$ cat src/rtl/prog_load_ctrl.sv
// Mode sequencer for UART program loading: debounced start button, RUN/LOAD/HOLD FSM,
// loader/CPU reset control, ROM/RAM write steering, word counting and load timeout.
module prog_load_ctrl #(
  parameter int unsigned DEBOUNCE_CYCLES = 20000,
  parameter int unsigned LOAD_TIMEOUT    = 2**26,
  parameter int unsigned RUN_HOLD        = 16
) (
  input  logic        clock,
  input  logic        rst,
  input  logic        start_pg,
  input  logic        upg_wen_i,
  input  logic [14:0] upg_adr_i,
  input  logic        upg_done_i,
  output logic        upg_rst_o,
  output logic        cpu_rst_o,
  output logic        rom_wen_o,
  output logic        dmem_wen_o,
  output logic [13:0] rom_words_o,
  output logic [13:0] dmem_words_o,
  output logic [1:0]  mode_o,
  output logic        load_err_o
);

  localparam int unsigned DebW  = $clog2(DEBOUNCE_CYCLES + 1);
  localparam int unsigned ToW   = (LOAD_TIMEOUT > 1) ? $clog2(LOAD_TIMEOUT) : 1;
  localparam int unsigned HoldW = (RUN_HOLD > 1) ? $clog2(RUN_HOLD) : 1;

  localparam logic [DebW-1:0]  DebLast  = DebW'(DEBOUNCE_CYCLES - 1);
  localparam logic [DebW-1:0]  DebSat   = DebW'(DEBOUNCE_CYCLES);
  localparam logic [ToW-1:0]   ToLast   = ToW'(LOAD_TIMEOUT - 1);
  localparam logic [HoldW-1:0] HoldLast = HoldW'(RUN_HOLD - 1);
  localparam logic [13:0]      WordMax  = 14'h3FFF;

  typedef enum logic [1:0] {
    StRun  = 2'b00,
    StLoad = 2'b01,
    StHold = 2'b10
  } state_e;

  state_e            state_q, state_d;
  logic [1:0]        sync_q, sync_d;
  logic [DebW-1:0]   deb_cnt_q, deb_cnt_d;
  logic              start_pulse_q, start_pulse_d;
  logic [HoldW-1:0]  hold_cnt_q, hold_cnt_d;
  logic [ToW-1:0]    to_cnt_q, to_cnt_d;
  logic [13:0]       rom_cnt_q, rom_cnt_d;
  logic [13:0]       dmem_cnt_q, dmem_cnt_d;
  logic              load_err_q, load_err_d;
  logic              wr_rom, wr_dmem;

  // Only the RAM/ROM select bit of the address matters here.
  logic unused_adr;
  assign unused_adr = ^upg_adr_i[13:0];

  always_comb begin
    sync_d        = {sync_q[0], start_pg};
    deb_cnt_d     = deb_cnt_q;
    state_d       = state_q;
    hold_cnt_d    = hold_cnt_q;
    to_cnt_d      = to_cnt_q;
    rom_cnt_d     = rom_cnt_q;
    dmem_cnt_d    = dmem_cnt_q;
    load_err_d    = load_err_q;

    // Counter parks one past the trigger value so a held button yields a single pulse.
    if (!sync_q[1]) begin
      deb_cnt_d = '0;
    end else if (deb_cnt_q != DebSat) begin
      deb_cnt_d = deb_cnt_q + DebW'(1);
    end
    start_pulse_d = sync_q[1] && (deb_cnt_q == DebLast);

    wr_rom  = (state_q == StLoad) && !rst && upg_wen_i && !upg_adr_i[14];
    wr_dmem = (state_q == StLoad) && !rst && upg_wen_i &&  upg_adr_i[14];

    case (state_q)
      StRun: begin
        if (start_pulse_q) begin
          state_d    = StLoad;
          to_cnt_d   = '0;
          rom_cnt_d  = '0;
          dmem_cnt_d = '0;
          load_err_d = 1'b0;
        end
      end
      StLoad: begin
        if (wr_rom && rom_cnt_q != WordMax) rom_cnt_d = rom_cnt_q + 14'd1;
        if (wr_dmem && dmem_cnt_q != WordMax) dmem_cnt_d = dmem_cnt_q + 14'd1;
        to_cnt_d = upg_wen_i ? '0 : to_cnt_q + ToW'(1);
        if (upg_done_i) begin
          state_d    = StHold;
          hold_cnt_d = '0;
        end else if (!upg_wen_i && to_cnt_q == ToLast) begin
          state_d    = StHold;
          hold_cnt_d = '0;
          load_err_d = 1'b1;
        end
      end
      StHold: begin
        if (hold_cnt_q == HoldLast) begin
          state_d    = StRun;
          hold_cnt_d = '0;
        end else begin
          hold_cnt_d = hold_cnt_q + HoldW'(1);
        end
      end
      default: begin
        state_d    = StHold;
        hold_cnt_d = '0;
      end
    endcase

    rom_wen_o    = wr_rom;
    dmem_wen_o   = wr_dmem;
    upg_rst_o    = (state_q != StLoad);
    cpu_rst_o    = (state_q != StRun);
    mode_o       = state_q;
    rom_words_o  = rom_cnt_q;
    dmem_words_o = dmem_cnt_q;
    load_err_o   = load_err_q;
  end

  always_ff @(posedge clock) begin
    if (rst) begin
      state_q       <= StHold;
      sync_q        <= '0;
      deb_cnt_q     <= '0;
      start_pulse_q <= 1'b0;
      hold_cnt_q    <= '0;
      to_cnt_q      <= '0;
      rom_cnt_q     <= '0;
      dmem_cnt_q    <= '0;
      load_err_q    <= 1'b0;
    end else begin
      state_q       <= state_d;
      sync_q        <= sync_d;
      deb_cnt_q     <= deb_cnt_d;
      start_pulse_q <= start_pulse_d;
      hold_cnt_q    <= hold_cnt_d;
      to_cnt_q      <= to_cnt_d;
      rom_cnt_q     <= rom_cnt_d;
      dmem_cnt_q    <= dmem_cnt_d;
      load_err_q    <= load_err_d;
    end
  end

endmodule
$ cat config.mk
export PLATFORM = sky130hd
export DESIGN_NAME = prog_load_ctrl
export DESIGN_NICKNAME = d
export VERILOG_FILES = /design/src/rtl/prog_load_ctrl.sv
export SDC_FILE = /design/constraint.sdc
export NUM_CORES = 1
export LEC_CHECK = 0
export CAP_MARGIN = 5
export CORE_MARGIN = 10
export CORE_UTILIZATION = 40
export CTS_CLUSTER_SIZE = 14
export DETAILED_ROUTE_END_ITERATION = 10
export DONT_BUFFER_PORTS = 1
export PLACE_DENSITY = 0.59
export SLEW_MARGIN = 25
export SYNTH_ARGS = -nofsm -noshare
export SYNTH_HDL_FRONTEND = slang
export SYNTH_SLANG_ARGS = --single-unit
$ cat constraint.sdc
create_clock -name clock -period 5.91 [get_ports clock]
set_input_delay 0.8865 -clock clock [delete_from_list [all_inputs] [get_ports clock]]
set_output_delay 0.8865 -clock clock [all_outputs]
set_load 0.05 [all_outputs]
==> impl_metrics.json <==
{
  "sort_of_element_at_the_end_of_the_critical_path": "output pin",
  "post-cts-setup-buffers": 0,
  "post-place-cells": 586,
  "final_cell_count_no_fill": 601,
  "power.combinational.fraction": 0.018,
  "drt_pass1_iterations": 4,
  "detail_route.vias_per_cell": 5.51,
  "pwr-share-seq": 0.571,
  "route.vias.total": 3309,
  "number_of_global_route_vias_before_repair": 3013,
  "detail-route-antenna-nets": 0,
  "synthDominantCellAreaShare": 0.409,
  "worst_ep_arrival_time_ns": 2.33,
  "synthesis.nets": 496,
  "critical_path_peak_fanout": 14,
  "clockRootBuffer": "sky130_fd_sc_hd__clkbuf_8",
  "wl_per_cell_um": 15.1,
  "worst_hold_margin_ns": 0.449,
  "clock_path_buffers": 2,
  "fin_crit_sh": 0.544,
  "setup.worst_path.start": "mode_o[0]",
  "swShare": 0.229,
  "ctsResizeCount": 0,
  "cts.sink_count": 79,
  "power.net_switching_w": 0.000218,
  "crit_path_start_kind": "register",
  "clock_power_share": 0.410,
  "pwr_density_cell_mw_per_mm2": 228,
  "synth_edf_count": 0,
  "insertedDiodeCount": 0,
  "drtIter0Drc": 228,
  "nets_final": 494,
  "worst-slew-pin-transition_ns": 0.904,
  "rsz0062_at_grt": "no",
  "holdCritStartpoint": "sync_q[0]",
  "status": "finished clean",
  "static_leakage_power_nw": 1.37,
  "insertion_delay_ns": 0.34,
  "r2r_start": "mode_o[0]",
  "antenna_found_initial": 0,
  "cap_viol_max_count": 0,
  "timing_max_transition_violations_final": 0,
  "die-width_um": 118,
  "synth_top_cells_by_count": "sky130_fd_sc_hd__dfxtp_1 (79), sky130_fd_sc_hd__nor2_1 (72), sky130_fd_sc_hd__nand2_1 (36), sky130_fd_sc_hd__nand3_1 (36), sky130_fd_sc_hd__xnor2_1 (25)",
  "worst-endpoint-required_ns": 5.02,
  "initial_util": 0.414,
  "h_tree_level_count": 3,
  "pin_count": 55,
  "synth_top_cell_by_area": "sky130_fd_sc_hd__dfxtp_1",
  "kind_of_path_behind_the_tightest_hold_check": "reg -> reg",
  "ctsHoldBuffers": 0,
  "wire_length_of_the_first_global_routing_pass_um": 15200,
  "ys_ff_latch": 79,
  "core_mm2": 0.00933,
  "area_delta_synth_final_pct": 8.07,
  "dominant_combinational_cell_family_by_area_after_synthesis": "simple AND/OR/NAND/NOR gates",
  "fillers": 951,
  "post_synth.cell_area_avg_um2": 8.22,
  "gp_congestion": 0.849,
  "synthAdderAreaFrac": 0.0194,
  "final.setup.tns_ns": 0,
  "hold_violations": 0,
  "yosysSeqAreaShare": 0.409,
  "placementRows": 35,
  "yosys_warnings": 0,
  "worst_slew_margin_rel": 0.398,
  "post_synthesis_cell_area_mm2": 0.00386,
  "p_int_w": 0.000735,
  "post-route-drc-count": 0,
  "timing.final.setup_violations": 0,
  "yosys_most_used_dff": "sky130_fd_sc_hd__dfxtp_1",
  "netlist_top_cells_area": "sky130_fd_sc_hd__dfxtp_1 (41%), sky130_fd_sc_hd__nor2_1 (7.0%), sky130_fd_sc_hd__xnor2_1 (5.7%), sky130_fd_sc_hd__nand3_1 (4.7%), sky130_fd_sc_hd__nand2_1 (3.5%)",
  "post_synthesis_share_of_cell_area_spent_on_xor_and_xnor_gates": 0.0907,
  "cts_tree": "built",
  "track_usage": 0.128,
  "finClkSkew_ns": 0.0167,
  "setup.worst_path.class": "reg -> out",
  "synth.mux.area_fraction": 0.00518,
  "synthesis.instances": 470,
  "yosysUniqueCellTypes": 53,
  "vdd_ir_drop_max_mv": 0.113,
  "p_total_w": 0.000953,
  "postLayoutSetupSlackWorst_ns": 2.70,
  "half_perimeter_wire_length_of_the_detailed_placement_result_um": 6480,
  "globalRouteOverflowTotal": 0,
  "synth_compound_gate_area_share": 0.133,
  "fraction_of_synthesis_flops_using_an_asynchronous_set_or_reset_pin": 0,
  "max_freq_ghz": 0.311,
  "dieArea_mm2": 0.0140,
  "port-buffer-count": 0,
  "period_minus_slack_ns": 3.21,
  "synthSimpleGateAreaFrac": 0.312,
  "numCtsBuffers": 9,
  "drt_wl_total_um": 9050,
  "dieHeight_um": 118,
  "drive_above_1_share": 0.0614,
  "preCtsSetupSlack_ns": 2.87,
  "yosys.cell_count.top_type": "sky130_fd_sc_hd__dfxtp_1",
  "grt_max_degree": 27,
  "clkSlewWorstSetupHoldPaths_ns": 0.08
}
[cells by family after synthesis]
kind of cell,count (synthesis)
multiplexers,2
AND/OR/NAND/NOR,234
XOR/XNOR,40
AO/OA/AOI/OAI,79
adder cells (fa/ha/maj),6
flip-flops,79
buffers and inverters,30
[layout make-up]
| cell class | instances | area (um2) | area share |
|---|---|---|---|
| Multi-Input combinational cell | 361 | 2180 | 0.522 |
| Sequential cell | 79 | 1580 | 0.379 |
| Tap cell | 129 | 161 | 0.0387 |
| Clock buffer | 9 | 124 | 0.0297 |
| Clock inverter | 6 | 62.6 | 0.0150 |
| Inverter | 16 | 60.1 | 0.0144 |
| Timing Repair Buffer | 1 | 7.51 | 0.00180 |
[per-layer routing]
metal / part of all wire / vias up / GRT usage
met3: 0.080 / 7 / 0.0557
met2: 0.45 / 66 / 0.203
met5: 0 / - / 0
met4: 0.011 / 0 / 0.0394
li1: - / 1679 / -
met1: 0.46 / 1557 / 0.152
[power by group through the flow]
stage	clock network (W)	logic [W]	registers, W
floorplan	0	0.0000162	0.000556
detailed placement	0	0.0000177	0.000557
global route	0.000429	0.0000199	0.000545
finish	0.000391	0.0000173	0.000544
global placement	0	0.0000173	0.000557
CTS	0.000405	0.0000177	0.000545
[through the flow]
step,cell area (um2),utilization
floorplan,3860,-
CTS,4160,0.446
finish,4170,0.447
global placement,3980,0.426
detailed placement,3980,0.426
global route,4170,0.447
[registers in the layout, summed over array words and instances (netlist names)]
| register | cells |
|---|---|
| to_cnt_q | 26 |
| sync_q | 2 |
| rom_words_o | 14 |
| deb_cnt_q | 15 |
| load_err_o | 1 |
| dmem_words_o | 14 |
| mode_o | 2 |
| start_pulse_q | 1 |
| hold_cnt_q | 4 |
[worst max-delay path: stages, from the launching register on]
cell                       delay (ns)
sky130_fd_sc_hd__dfxtp_1         0.92
sky130_fd_sc_hd__and4bb_2        0.37
sky130_fd_sc_hd__nand2b_1        0.23
sky130_fd_sc_hd__inv_1           0.46
[worst paths after layout]
check | cells after the start | endpoint | slack (ns)
worst min-delay path | 1 | sync_q[1] | 0.45
worst min register to register | 1 | sync_q[1] | 0.45
worst max-delay path | 3 | rom_wen_o | 2.70
worst max register to register | 5 | rom_words_o[4] | 2.88
[placed cells by master (no fill, tap or decap), types with 4 or more instances in the layout]
| master | count |
|---|---|
| sky130_fd_sc_hd__dfxtp_1 | 79 |
| sky130_fd_sc_hd__nand2b_1 | 9 |
| sky130_fd_sc_hd__a31oi_1 | 6 |
| sky130_fd_sc_hd__a21oi_1 | 21 |
| sky130_fd_sc_hd__o21ai_0 | 15 |
| sky130_fd_sc_hd__nand4_1 | 13 |
| sky130_fd_sc_hd__or4_1 | 4 |
| sky130_fd_sc_hd__xnor2_1 | 25 |
| sky130_fd_sc_hd__nand2_1 | 36 |
| sky130_fd_sc_hd__a211oi_1 | 6 |
| sky130_fd_sc_hd__a21o_1 | 4 |
| sky130_fd_sc_hd__ha_1 | 6 |
| sky130_fd_sc_hd__nor4_1 | 8 |
| sky130_fd_sc_hd__nor2b_1 | 4 |
| sky130_fd_sc_hd__xor2_1 | 15 |
| sky130_fd_sc_hd__nand3_1 | 36 |
| sky130_fd_sc_hd__nor2_1 | 72 |
| sky130_fd_sc_hd__and3_1 | 12 |
| sky130_fd_sc_hd__inv_1 | 16 |
| sky130_fd_sc_hd__clkbuf_8 | 9 |
| sky130_fd_sc_hd__nor4b_1 | 4 |
| sky130_fd_sc_hd__nor3_1 | 11 |
(Power assumes the default switching activity.)
